===== config.mk =====
export PLATFORM = sky130hd
export DESIGN_NAME = lsu_mem_master
export DESIGN_NICKNAME = d
export VERILOG_FILES = /design/src/rtl/lsu_mem_master.sv
export SDC_FILE = /design/constraint.sdc
export NUM_CORES = 1
export LEC_CHECK = 0
export BUFFER_PORTS_ARGS = -buffer_cell sky130_fd_sc_hd__buf_2
export CORE_MARGIN = 5
export CORE_UTILIZATION = 45
export DETAILED_ROUTE_END_ITERATION = 12
export PLACE_DENSITY = 0.81
export SYNTH_ARGS = -nofsm -noshare
export SYNTH_HDL_FRONTEND = slang
export SYNTH_SLANG_ARGS = --single-unit
export TNS_END_PERCENT = 5

===== constraint.sdc =====
create_clock -name clk -period 1.7 [get_ports clk]
set_input_delay 0.255 -clock clk [delete_from_list [all_inputs] [get_ports clk]]
set_output_delay 0.255 -clock clk [all_outputs]
set_load 0.02 [all_outputs]

===== src/rtl/lsu_mem_master.sv =====
// Load/store initiator: takes one load/store command and runs it on a req/ack word memory.
// Handles store lane replication and byte enables, load extension, and error reporting.
module lsu_mem_master #(
  parameter int TIMEOUT_CYCLES = 16,
  parameter int CNT_W          = 8
) (
  input  logic        clk,
  input  logic        rst,
  input  logic        start,
  input  logic        is_store,
  input  logic [2:0]  funct3,
  input  logic [31:0] addr,
  input  logic [31:0] wdata,
  output logic        busy,
  output logic        done,
  output logic [31:0] rdata,
  output logic        err,
  output logic [1:0]  err_code,
  output logic        mem_req,
  output logic        mem_we,
  output logic [31:0] mem_addr,
  output logic [31:0] mem_wdata,
  output logic [3:0]  mem_be,
  input  logic        mem_ack,
  input  logic [31:0] mem_rdata
);

  localparam logic [1:0] S_IDLE   = 2'd0;
  localparam logic [1:0] S_ACCESS = 2'd1;
  localparam logic [1:0] S_DONE   = 2'd2;

  localparam logic [CNT_W-1:0] TO_LIM = CNT_W'(TIMEOUT_CYCLES);

  localparam logic [1:0] E_NONE    = 2'b00;
  localparam logic [1:0] E_MISALGN = 2'b01;
  localparam logic [1:0] E_ILLEGAL = 2'b10;
  localparam logic [1:0] E_TIMEOUT = 2'b11;

  logic [1:0]       state;
  logic [CNT_W-1:0] cnt;
  logic             op_store;
  logic [2:0]       op_f3;
  logic [1:0]       op_lane;
  logic [CNT_W-1:0] cnt_nxt;
  logic             timeout_hit;

  function automatic logic is_illegal(input logic st, input logic [2:0] f3);
    if (st) is_illegal = (f3 != 3'b000) && (f3 != 3'b001) && (f3 != 3'b010);
    else    is_illegal = (f3 == 3'b011) || (f3 == 3'b110) || (f3 == 3'b111);
  endfunction

  function automatic logic is_misaligned(input logic [2:0] f3, input logic [1:0] a);
    case (f3[1:0])
      2'b01:   is_misaligned = a[0];
      2'b10:   is_misaligned = (a != 2'b00);
      default: is_misaligned = 1'b0;
    endcase
  endfunction

  function automatic logic [3:0] store_be(input logic [2:0] f3, input logic [1:0] a);
    case (f3[1:0])
      2'b00:   store_be = 4'b0001 << a;
      2'b01:   store_be = a[1] ? 4'b1100 : 4'b0011;
      default: store_be = 4'b1111;
    endcase
  endfunction

  function automatic logic [31:0] store_data(input logic [2:0] f3, input logic [31:0] d);
    case (f3[1:0])
      2'b00:   store_data = {4{d[7:0]}};
      2'b01:   store_data = {2{d[15:0]}};
      default: store_data = d;
    endcase
  endfunction

  function automatic logic [31:0] extract(input logic [2:0] f3, input logic [1:0] a,
                                          input logic [31:0] word);
    logic signed [7:0]  sb;
    logic signed [15:0] sh;
    logic signed [31:0] sx;
    sb = 8'(word >> {a, 3'b000});
    sh = a[1] ? word[31:16] : word[15:0];
    sx = '0;
    case (f3)
      3'b000:  begin sx = sb; extract = sx; end
      3'b001:  begin sx = sh; extract = sx; end
      3'b100:  extract = {24'd0, sb};
      3'b101:  extract = {16'd0, sh};
      default: extract = word;
    endcase
  endfunction

  assign cnt_nxt     = cnt + 1'b1;
  assign timeout_hit = (TIMEOUT_CYCLES != 0) && (cnt_nxt == TO_LIM);

  always_ff @(posedge clk) begin
    if (rst) begin
      state     <= S_IDLE;
      cnt       <= '0;
      op_store  <= 1'b0;
      op_f3     <= 3'b000;
      op_lane   <= 2'b00;
      busy      <= 1'b0;
      done      <= 1'b0;
      rdata     <= '0;
      err       <= 1'b0;
      err_code  <= E_NONE;
      mem_req   <= 1'b0;
      mem_we    <= 1'b0;
      mem_addr  <= '0;
      mem_wdata <= '0;
      mem_be    <= 4'b0000;
    end else begin
      // err/err_code only carry meaning alongside the done pulse
      done     <= 1'b0;
      err      <= 1'b0;
      err_code <= E_NONE;
      case (state)
        S_IDLE: begin
          if (start) begin
            op_store <= is_store;
            op_f3    <= funct3;
            op_lane  <= addr[1:0];
            busy     <= 1'b1;
            if (is_illegal(is_store, funct3)) begin
              state    <= S_DONE;
              done     <= 1'b1;
              err      <= 1'b1;
              err_code <= E_ILLEGAL;
            end else if (is_misaligned(funct3, addr[1:0])) begin
              state    <= S_DONE;
              done     <= 1'b1;
              err      <= 1'b1;
              err_code <= E_MISALGN;
            end else begin
              state     <= S_ACCESS;
              cnt       <= '0;
              mem_req   <= 1'b1;
              mem_we    <= is_store;
              mem_addr  <= {addr[31:2], 2'b00};
              mem_wdata <= is_store ? store_data(funct3, wdata) : 32'd0;
              mem_be    <= is_store ? store_be(funct3, addr[1:0]) : 4'b0000;
            end
          end
        end
        S_ACCESS: begin
          // an ack on the timeout edge still completes normally
          if (mem_ack) begin
            mem_req <= 1'b0;
            state   <= S_DONE;
            done    <= 1'b1;
            if (!op_store) rdata <= extract(op_f3, op_lane, mem_rdata);
          end else if (timeout_hit) begin
            mem_req  <= 1'b0;
            state    <= S_DONE;
            done     <= 1'b1;
            err      <= 1'b1;
            err_code <= E_TIMEOUT;
          end else begin
            cnt <= cnt_nxt;
          end
        end
        S_DONE: begin
          state <= S_IDLE;
          busy  <= 1'b0;
        end
        default: begin
          state   <= S_IDLE;
          busy    <= 1'b0;
          mem_req <= 1'b0;
        end
      endcase
    end
  end

endmodule


==> results of run 1 <==
[worst max-delay path, delay by kind of cell (launching register included)]
| family | cells | cell delay (ps) |
|---|---|---|
| AO/OA/AOI/OAI | 2 | 350 |
| adder cells (fa/ha/maj) | 1 | 160 |
| buffers and inverters | 1 | 200 |
| flip-flops | 1 | 370 |
| AND/OR/NAND/NOR | 3 | 590 |
[state kept, by name (all words and copies together), names as in the netlist, 2 cells and up]
signal	flops
cnt	8
err_code	2
mem_addr	30
mem_be	4
mem_wdata	32
op_f3	3
op_lane	2
rdata	32
state	2
[final cells by class]
| cell class | count | area [sq um] | area share [%] |
|---|---|---|---|
| Sequential cell | 121 | 2430 | 30.3 |
| Inverter | 9 | 42.5 | 0.531 |
| Tap cell | 172 | 215 | 2.69 |
| Timing Repair Buffer | 275 | 1650 | 20.6 |
| Clock buffer | 20 | 447 | 5.58 |
| Multi-Input combinational cell | 512 | 3080 | 38.4 |
| Clock inverter | 9 | 150 | 1.88 |
[repair_timing]
action	4_1_cts	5_1_grt
buffers inserted	0	6
setup endpoints to repair	14	97
pin swaps	1	20
cloned	0	1
gates resized for setup	5	24
[per-stage QoR]
stage | instance area [sq um] | util, %
CTS | 7860 | 63.0
detailed placement | 7240 | 58.1
finish | 8010 | 64.2
global placement | 7240 | 58.1
floorplan | 5710 | -
global route | 8010 | 64.2
[routing by layer]
layer / track usage (%) / up-vias / share of wire [%]
met5: 0 / - / 0
met4: 9.45 / 0 / 1.7
met3: 6.55 / 19 / 8.3
met2: 39.4 / 238 / 49
met1: 28.2 / 2736 / 41
li1: - / 2889 / -
[Yosys cell counts, types with 2 or more instances]
master and count:
nand2_1 166, dfxtp_1 121, a21oi_1 74, nand3_1 43, nor2_1 30, a211oi_1 26, clkbuf_1 24, nand2_2 21
buf_2 18, a21oi_2 17, o21ai_0 16, a22oi_1 13, nand2b_1 13, a22o_1 11, inv_1 9, mux2_2 9
o2111ai_1 7, o22a_1 7, buf_4 6, ha_1 5, a221o_1 4, and3_1 4, buf_6 4, nor2b_1 4
and2_1 3, buf_1 3, nand3b_1 3, nor3b_1 3, or2_2 3, mux2i_1 2, o211ai_1 2
[how the worst max path moves through the flow]
| stage | endpoint | cells past startpoint |
|---|---|---|
| after detailed placement | state[0] | 8 |
| after global routing | cnt[5] | 7 |
| after global placement | state[0] | 8 |
| final | cnt[5] | 7 |
| after floorplan | mem_wdata[14] | 10 |
| after CTS | rdata[18] | 5 |
[layout by cell type, fill, tap and decap left out, drive strengths merged, types with 4 or more instances in the layout]
| master | n |
|---|---|
| inv | 8 |
| mux2 | 9 |
| nand2b | 13 |
| dfxtp | 121 |
| nand3 | 43 |
| clkbuf | 21 |
| a221o | 4 |
| o2111ai | 7 |
| nor2b | 4 |
| o21ai | 16 |
| bufinv | 4 |
| buf | 274 |
| and3 | 4 |
| ha | 5 |
| or2 | 4 |
| a211oi | 28 |
| nor2 | 31 |
| a22o | 11 |
| a22oi | 13 |
| a21oi | 91 |
| nand2 | 187 |
| o22a | 7 |
[report_power, final]
part	total (mW)	internal, mW	switching [mW]
sequential	3.05	2.98	0.0787
combinational	1.40	0.572	0.829
clock	3.70	2.46	1.25
[kinds of logic after synthesis]
| family | count (synthesis) | synth area share [%] |
|---|---|---|
| mux | 12 | 2.55 |
| simple gates | 304 | 24.6 |
| fa+ha+maj | 5 | 1.11 |
| flops | 121 | 42.9 |
| xor+xnor | 2 | 0.310 |
| buf+inv | 64 | 5.58 |
| other cells | 1 | 0.0664 |
| compound gates | 186 | 22.8 |
==> metrics.md, run 1 <==
| Metric | Value |
|---|---|
| Sum Neg Setup Slack | `-367 ps` |
| Placer Congestion | `0.823` |
| Max cap viols | `0` |
| Clock latency at the later pin of the worst-skew pair | `410 ps` |
| Pre-CTS setup slack | `-380 ps` |
| Sequential fraction of the synthesis area | `42.9%` |
| CTS Hold Bufs | `0` |
| Seq cells post-synth | `121` |
| DRT Wirelength | `17,800 um` |
| Pwr Total | `8.16 mW` |
| Worst Path Max Fanout | `5` |
| R2R depth | `7` |
| Finished Layout Cells | `1,118` |
| Final hold vios | `0` |
| First-pass GRT wire length | `27,600 um` |
| CTS Buffer Depth | `2` |
| Actual slew at the worst max-slew pin | `624 ps` |
| TritonRoute pass-1 iters | `5` |
| Drt via density | `5.26` |
| Die footprint | `14,900 sq um` |
| Slowest stage cell, crit path | `dfxtp_4` |
| Reg2reg end | `cnt[5]` |
| Peak VDD IR | `0.000755 V` |
| R2R Path Start | `cnt[1]` |
| Hold depth | `3` |
| Critical Path RT | `1980 ps` |
| Core Area | `12,500 sq um` |
| Clock buffer count from CTS | `17` |
| Post-synth top flop | `dfxtp_1` |
| Setup ws final | `-80.0 ps` |
| Pwr dens | `1020 nW/um^2` |
| Count of final setup violators | `8` |
| Vert. Die Dim | `122 um` |
| Initial Util | `45.3%` |
| Unrepaired setup endpoints after global routing | `true` |
| Initial antenna violation count | `0` |
| Share of the synthesized area in the top cell type | `42.9%` |
| Ys Warns | `0` |
| EDFF count, synth | `0` |
| Failing checks | `setup timing` |
| Grt total ovfl | `0` |
| Hold Path Class | `in -> reg` |
| Status | `finished with violations` |
| Share of cells above drive strength 1 | `40.8%` |
| Tcrit/Tclk final | `105%` |
| Tot GR Track Use | `23.4%` |
| Vias in the first global route | `5,590` |
| Worst-path clk slew | `60 ps` |
| Fin. max-slew vios | `0` |
| Netlist Area Pre-Place | `5650 sq um` |
| Worst Skew | `4.43 ps` |
| Hold Slack | `84.4 ps` |
| PortBufs | `208` |
| Critical Path, Cell by Cell | `ha_4 -> nand2_4 -> nor4_4 -> buf_4 -> a211oi_4 -> and3_1 -> a221o_1` |
| H-Tree Depth | `4` |
| Post-layout min period | `1780 ps` |
| Critical path arrival | `2060 ps` |
| Hold endpoint | `mem_addr[27]` |
| Clock Tree Root | `clkbuf_16` |
| Largest net degree at the start of global routing | `50` |
| Mapped Cells | `695` |
| Routed Antenna Nets | `0` |
| Worst Setup SP | `cnt[1]` |
| Critical path class | `reg -> reg` |
| Hold path start | `addr[27]` |
| Detailed placement HPWL | `12,800 um` |
| Avg Cell Area, Syn | `8.12 sq um` |
| Num rows | `41` |
| Slew HR | `58.4%` |
| 1st-iter DRT viols | `399` |
| R2R Setup Slk | `-80 ps` |
| DP Cell Count | `1,082` |
| Sink Count | `121` |
| Routed vias | `5,882` |
| Chip width | `122 um` |
| # diodes | `0` |
| WL per Instance | `15.9 um` |
| Fillers | `1,076` |
| Syn-to-layout area delta | `41.8%` |
| DR DRC count | `0` |
| Leakage power | `3.46 nW` |
| Largest area contributor in the netlist | `dfxtp_1` |
| CTS tree | `done` |
| Largest cells by area after synthesis | `dfxtp_1, nand2_1, a21oi_1` |
| Highest clock rate | `562 MHz` |
| Cell variety after synth | `55` |
| Asr flop ratio synth | `0%` |
| Worst setup EP type | `flip-flop` |
| I/O pin count | `211` |
| Worst path max stage delay | `370 ps` |
| Fin nets | `1,045` |
| Startpoint Class | `flip-flop` |
Power figures use the tool's default switching activity.
==> run 2: changes to the inputs <==
--- a/config.mk
+++ b/config.mk
@@ -7,9 +7,10 @@
 export LEC_CHECK = 0
 export BUFFER_PORTS_ARGS = -buffer_cell sky130_fd_sc_hd__buf_2
 export CORE_MARGIN = 5
-export CORE_UTILIZATION = 45
+export CORE_UTILIZATION = 50
 export DETAILED_ROUTE_END_ITERATION = 12
-export PLACE_DENSITY = 0.81
+export PLACE_DENSITY = 0.85
+export SLEW_MARGIN = 20
 export SYNTH_ARGS = -nofsm -noshare
 export SYNTH_HDL_FRONTEND = slang
 export SYNTH_SLANG_ARGS = --single-unit
==> constraint.sdc (replaced) <==
create_clock -name clk -period 1.65 [get_ports clk]
set_input_delay 0.2475 -clock clk [delete_from_list [all_inputs] [get_ports clk]]
set_output_delay 0.2475 -clock clk [all_outputs]
set_load 0.02 [all_outputs]
==> run 2 against run 1 <==
  * The run now ends clean
  * Final cell count down 3.2%
  * Via count is the same
  * Worst hold slack worse by 20 ps
  * Flip-flop and latch count unchanged
  * Critical endpoint is now rdata[20]
  * Worst setup slack better by 82 ps
  * Routed wire length shrank 1.5%
  * Critical path depth fell by 2
==> metrics.md, run 2 (synthesis gave the netlist of run 1 again) <==
| Metric | Value |
|---|---|
| Critical path arrival | `1930 ps` |
| Startpoint Class | `flip-flop` |
| Cell family with most CP delay | `multiplexers` |
| DP Area | `7180 sq um` |
| Count of final setup violators | `0` |
| Hold Path Class | `in -> reg` |
| Detailed placement HPWL | `12,700 um` |
| Worst Skew | `14.5 ps` |
| Commonest non-fill, non-tap cell in the layout | `buf_2` |
| Status | `finished, final reports clean` |
| Worst Path Max Fanout | `16` |
| First-pass GRT wire length | `27,300 um` |
| Fin nets | `1,042` |
| Pwr Total | `7.96 mW` |
| Initial Util | `51.6%` |
| Worst path max stage delay | `500 ps` |
| Syn-to-layout area delta | `38.3%` |
| Share of cells above drive strength 1 | `39.5%` |
| CP bufs+invs | `1` |
| WL met3 | `1880 um` |
| Sink Count | `121` |
| Top routing layer in use | `met4` |
| Highest clock rate | `607 MHz` |
| Tot GR Track Use | `25.5%` |
| Critical Path, Cell by Cell | `mux4_2 -> or2_4 -> a31oi_4 -> buf_12 -> a211oi_1` |
| Hold Slack | `64.1 ps` |
| Max cap viols | `0` |
| Largest net degree at the start of global routing | `52` |
| Clock buffer count from CTS | `17` |
| Worst setup EP type | `flip-flop` |
| H-Tree Depth | `4` |
| I/O pin count | `211` |
| Grt total ovfl | `0` |
| Die footprint | `13,500 sq um` |
| Tcrit/Tclk final | `99.9%` |
| Leakage power | `3.40 nW` |
| TritonRoute pass-1 iters | `7` |
| CTS tree | `done` |
| Unrepaired setup endpoints after global routing | `true` |
| Chip width | `116 um` |
| Pwr dens | `1020 nW/um^2` |
| Core Area | `10,900 sq um` |
| Top Registers | `mem_wdata: 32 flops, rdata: 32 flops, mem_addr: 30 flops` |
| Final hold vios | `0` |
| Clock Tree Root | `clkbuf_16` |
| Critical Path RT | `1930 ps` |
| Sum Neg Setup Slack | `0 ps` |
| Cell area after layout | `7810 sq um` |
| Vias in the first global route | `5,669` |
| CTS Buffer Depth | `2` |
| Slew HR | `64.2%` |
| Slowest stage cell, crit path | `mux4_2` |
| PortBufs | `208` |
| DR DRC count | `0` |
| Vert. Die Dim | `116 um` |
| Initial antenna violation count | `0` |
| Critical path class | `reg -> reg` |
| Actual slew at the worst max-slew pin | `536 ps` |
| Routed vias | `5,882` |
| Routed Antenna Nets | `0` |
| DRT Wirelength | `17,500 um` |
| Fin. max-slew vios | `0` |
| Clock latency at the later pin of the worst-skew pair | `420 ps` |
| Post-layout min period | `1650 ps` |
| Most frequent cells in the layout | `buf_2, nand2_1, dfxtp_1` |
| CTS Hold Bufs | `0` |
| Worst-path clk slew | `50 ps` |
| Peak VDD IR | `0.000800 V` |
| Util after Layout | `71.4%` |
| Met2 wire len | `8480 um` |
| Drt via density | `5.44` |
| 1st-iter DRT viols | `648` |
| Metal-1 WL | `6740 um` |
| # diodes | `0` |
| WL per Instance | `16.2 um` |
| Num rows | `38` |
| Placer Congestion | `0.871` |
==> run 2: changes by cell type in the layout (fill, tap and decap cells not counted), moves of 2 or more <==
cell        previous run  this run
clkinvlp_4             3         1
clkbuf_8               1         3
bufinv_16              4         1
dfxtp_2                2         4
a211oi_2               2         0
a21oi_2               20        17
or2_4                  0         2
ha_4                   4         2
clkbuf_1               2         4
buf_6                  3         1
a21oi_1               71        74
dfxtp_1              118       116
==> run 2: timing repair <==
action / in CTS / in global routing
endpoints found under the hold margin: 0 / 0
setup buffers: 2 / 4
pin swaps: 3 / 10
setup endpoints to repair: 55 / 66
resized for setup: 8 / 8
==> run 2: layout make-up <==
cell class / instances / area, sq um
inverter: 9 / 42.5
timing repair buffer: 273 / 1640
sequential: 121 / 2430
multi-input combinational: 511 / 3000
fill: 859 / 3120
clock buffer: 24 / 482
tap: 140 / 175
clock inverter: 4 / 45.0
==> run 2: final timing paths <==
path	start	end	slack, ps	cells past startpoint
setup / recovery	op_lane[1]	rdata[20]	2	5
hold / removal	addr[4]	mem_addr[4]	60	3
hold reg to reg	mem_addr[26]	mem_addr[26]	450	2
setup reg to reg	op_lane[1]	rdata[20]	2	5
==> run 2: tightest hold or removal path: cells and delay by family <==
kind / cells / cell delay, ps
buffers and inverters: 1 / 100
AND/OR/NAND/NOR: 1 / 50
AO/OA/AOI/OAI: 1 / 50
==> run 2: per-layer routing <==
| metal | GRT usage [%] | vias up |
|---|---|---|
| met5 | 0 | - |
| met4 | 12.0 | 0 |
| met3 | 8.13 | 36 |
| met2 | 42.7 | 299 |
| met1 | 29.7 | 2670 |
| li1 | - | 2877 |
==> run 2: report_power, final <==
| group | total [mW] | switching [mW] | internal [mW] |
|---|---|---|---|
| sequential | 3.16 | 0.0848 | 3.07 |
| clock | 3.35 | 1.21 | 2.14 |
| combinational | 1.45 | 0.853 | 0.596 |
==> run 2: through the flow <==
step,instances,setup slack [ps]
finish,1082,1.79
floorplan,696,-118
CTS,1079,-4.28
detailed placement,1049,-451
global placement,1049,-368
global route,1082,-67.4
==> run 3: changes to the inputs <==
==> constraint.sdc (replaced) <==
create_clock -name clk -period 1.65 [get_ports clk]
set_input_delay 0.2475 -clock clk [delete_from_list [all_inputs] [get_ports clk]]
set_output_delay 0.2475 -clock clk [all_outputs]
set_load 0.01 [all_outputs]
==> run 3 against run 2 <==
  * The run now ends with setup timing left
  * Worst setup slack got worse by 16 ps
  * Critical path type unchanged
  * Via count barely moved
  * Highest routed layer unchanged
  * Core utilization rose by 0.41 points
  * Clock-buffer cell count rose by 3
  * Clock skew fell by 5.4 ps
  * Critical endpoint is now rdata[16]
  * Power fell by 1.4%
  * Largest cell class unchanged
==> metrics.md, run 3 (synthesis gave the netlist of run 1 again) <==
| Metric | Value |
|---|---|
| Initial antenna violation count | `0` |
| Failing checks | `setup timing` |
| Die footprint | `13,500 sq um` |
| Clock latency at the later pin of the worst-skew pair | `410 ps` |
| I/O pin count | `211` |
| Sum Neg Setup Slack | `-38.0 ps` |
| Core Area | `10,900 sq um` |
| Num rows | `38` |
| R2R Path Start | `op_lane[1]` |
| Vert. Die Dim | `116 um` |
| DR DRC count | `0` |
| WL per Instance | `15.9 um` |
| Routed vias | `5,885` |
| Fin nets | `1,038` |
| Critical Path RT | `1930 ps` |
| CTS Hold Bufs | `0` |
| Tcrit/Tclk final | `101%` |
| Sink Count | `121` |
| Initial Util | `51.6%` |
| Hold Path Class | `in -> reg` |
| Setup ws final | `-14.2 ps` |
| Fin. max-slew vios | `0` |
| Drt via density | `5.45` |
| DP Area | `7150 sq um` |
| Count of final setup violators | `11` |
| Largest net degree at the start of global routing | `51` |
| TritonRoute pass-1 iters | `5` |
| Clock Tree Root | `clkbuf_16` |
| Worst setup EP type | `flip-flop` |
| # diodes | `0` |
| Worst Path Max Fanout | `16` |
| R2R depth | `5` |
| Syn-to-layout area delta | `39.1%` |
| First-pass GRT wire length | `26,500 um` |
| Worst-path clk slew | `50 ps` |
| Leakage power | `3.41 nW` |
| Routed Antenna Nets | `0` |
| Critical path class | `reg -> reg` |
| Peak VDD IR | `0.000676 V` |
| Hold endpoint | `mem_addr[27]` |
| Status | `finished with violations` |
| Startpoint Class | `flip-flop` |
| Reg2reg end | `rdata[16]` |
| Worst Skew | `9.08 ps` |
| Top Registers | `mem_wdata: 32 flops, rdata: 32 flops, mem_addr: 30 flops` |
| Highest clock rate | `601 MHz` |
| Max cap viols | `0` |
| Post-layout min period | `1660 ps` |
| Chip width | `116 um` |
| Share of cells above drive strength 1 | `39.5%` |
| Cell area after layout | `7860 sq um` |
| R2R Setup Slk | `-10 ps` |
| Pwr dens | `999 nW/um^2` |
| Vias in the first global route | `5,634` |
| Placer Congestion | `0.884` |
| DRT Wirelength | `17,200 um` |
| Hold path start | `addr[27]` |
| CTS tree | `done` |
| Tot GR Track Use | `24.7%` |
| Clock buffer count from CTS | `17` |
| Grt total ovfl | `0` |
| Commonest non-fill, non-tap cell in the layout | `buf_2` |
| Detailed placement HPWL | `12,400 um` |
| PortBufs | `208` |
| Final hold vios | `0` |
| Hold depth | `3` |
| Critical path arrival | `1940 ps` |
| CTS Buffer Depth | `2` |
| Most frequent cells in the layout | `buf_2, nand2_1, dfxtp_1` |
| Hold Slack | `75.0 ps` |
| Pre-CTS setup slack | `-420 ps` |
| Util after Layout | `71.8%` |
| H-Tree Depth | `4` |
| 1st-iter DRT viols | `586` |
| Unrepaired setup endpoints after global routing | `true` |
-- run 3: changes by cell type in the layout (fill, tap and decap cells not counted), moves of 2 or more --
cell	before	now
buf_4	58	52
clkbuf_1	4	7
dfxtp_2	4	1
a211oi_2	0	2
buf_12	8	6
buf_6	1	3
dfxtp_1	116	118
nand2_1	166	164
-- run 3: worst max-delay path by stage --
stage / end / from / slack [ps]
final: rdata[16] / op_lane[1] / -10
after floorplan: mem_wdata[12] / funct3[1] / -110
after CTS: rdata[16] / op_lane[1] / -30
after global routing: rdata[30] / op_lane[1] / -100
after detailed placement: mem_addr[21] / funct3[1] / -420
after global placement: mem_addr[21] / funct3[1] / -350
-- run 3: through the flow --
stage / instances / power, mW
floorplan: 696 / 3.94
global placement: 1045 / 4.46
detailed placement: 1045 / 4.48
CTS: 1075 / 7.85
global route: 1080 / 8.20
finish: 1080 / 7.85
-- run 3: layout make-up --
cell class,count,area (sq um)
multi-input combinational,512,3070
timing repair buffer,268,1600
clock buffer,27,493
tap,140,175
fill,857,3080
sequential,121,2430
inverter,9,45.0
clock inverter,3,40.0
-- run 3: layer usage --
layer / wire length (um) / share of wire (%) / GRT usage (%)
met1: 6770 / 39 / 29.6
met2: 8340 / 48 / 40.8
met3: 1670 / 9.7 / 8.03
met4: 444 / 2.6 / 10.6
met5: 0 / 0 / 0
-- run 3: timing repair --
| action | in CTS | in global routing |
|---|---|---|
| buffers inserted | 0 | 3 |
| endpoints found under the setup margin | 36 | 83 |
| pin swaps | 1 | 5 |
| gates resized for setup | 7 | 22 |
| gates cloned | 0 | 2 |
-- run 3: worst max-delay path, stage by stage (launching register included) --
cell	delay, ps
dfxtp_2	330
mux4_2	510
or2_4	250
a31oi_4	200
buf_12	160
a211oi_1	80
-- run 3: power breakdown --
group	internal [mW]	switching (mW)
clock network	2.17	1.19
logic	0.588	0.748
registers	3.07	0.0839
total	5.82	2.03
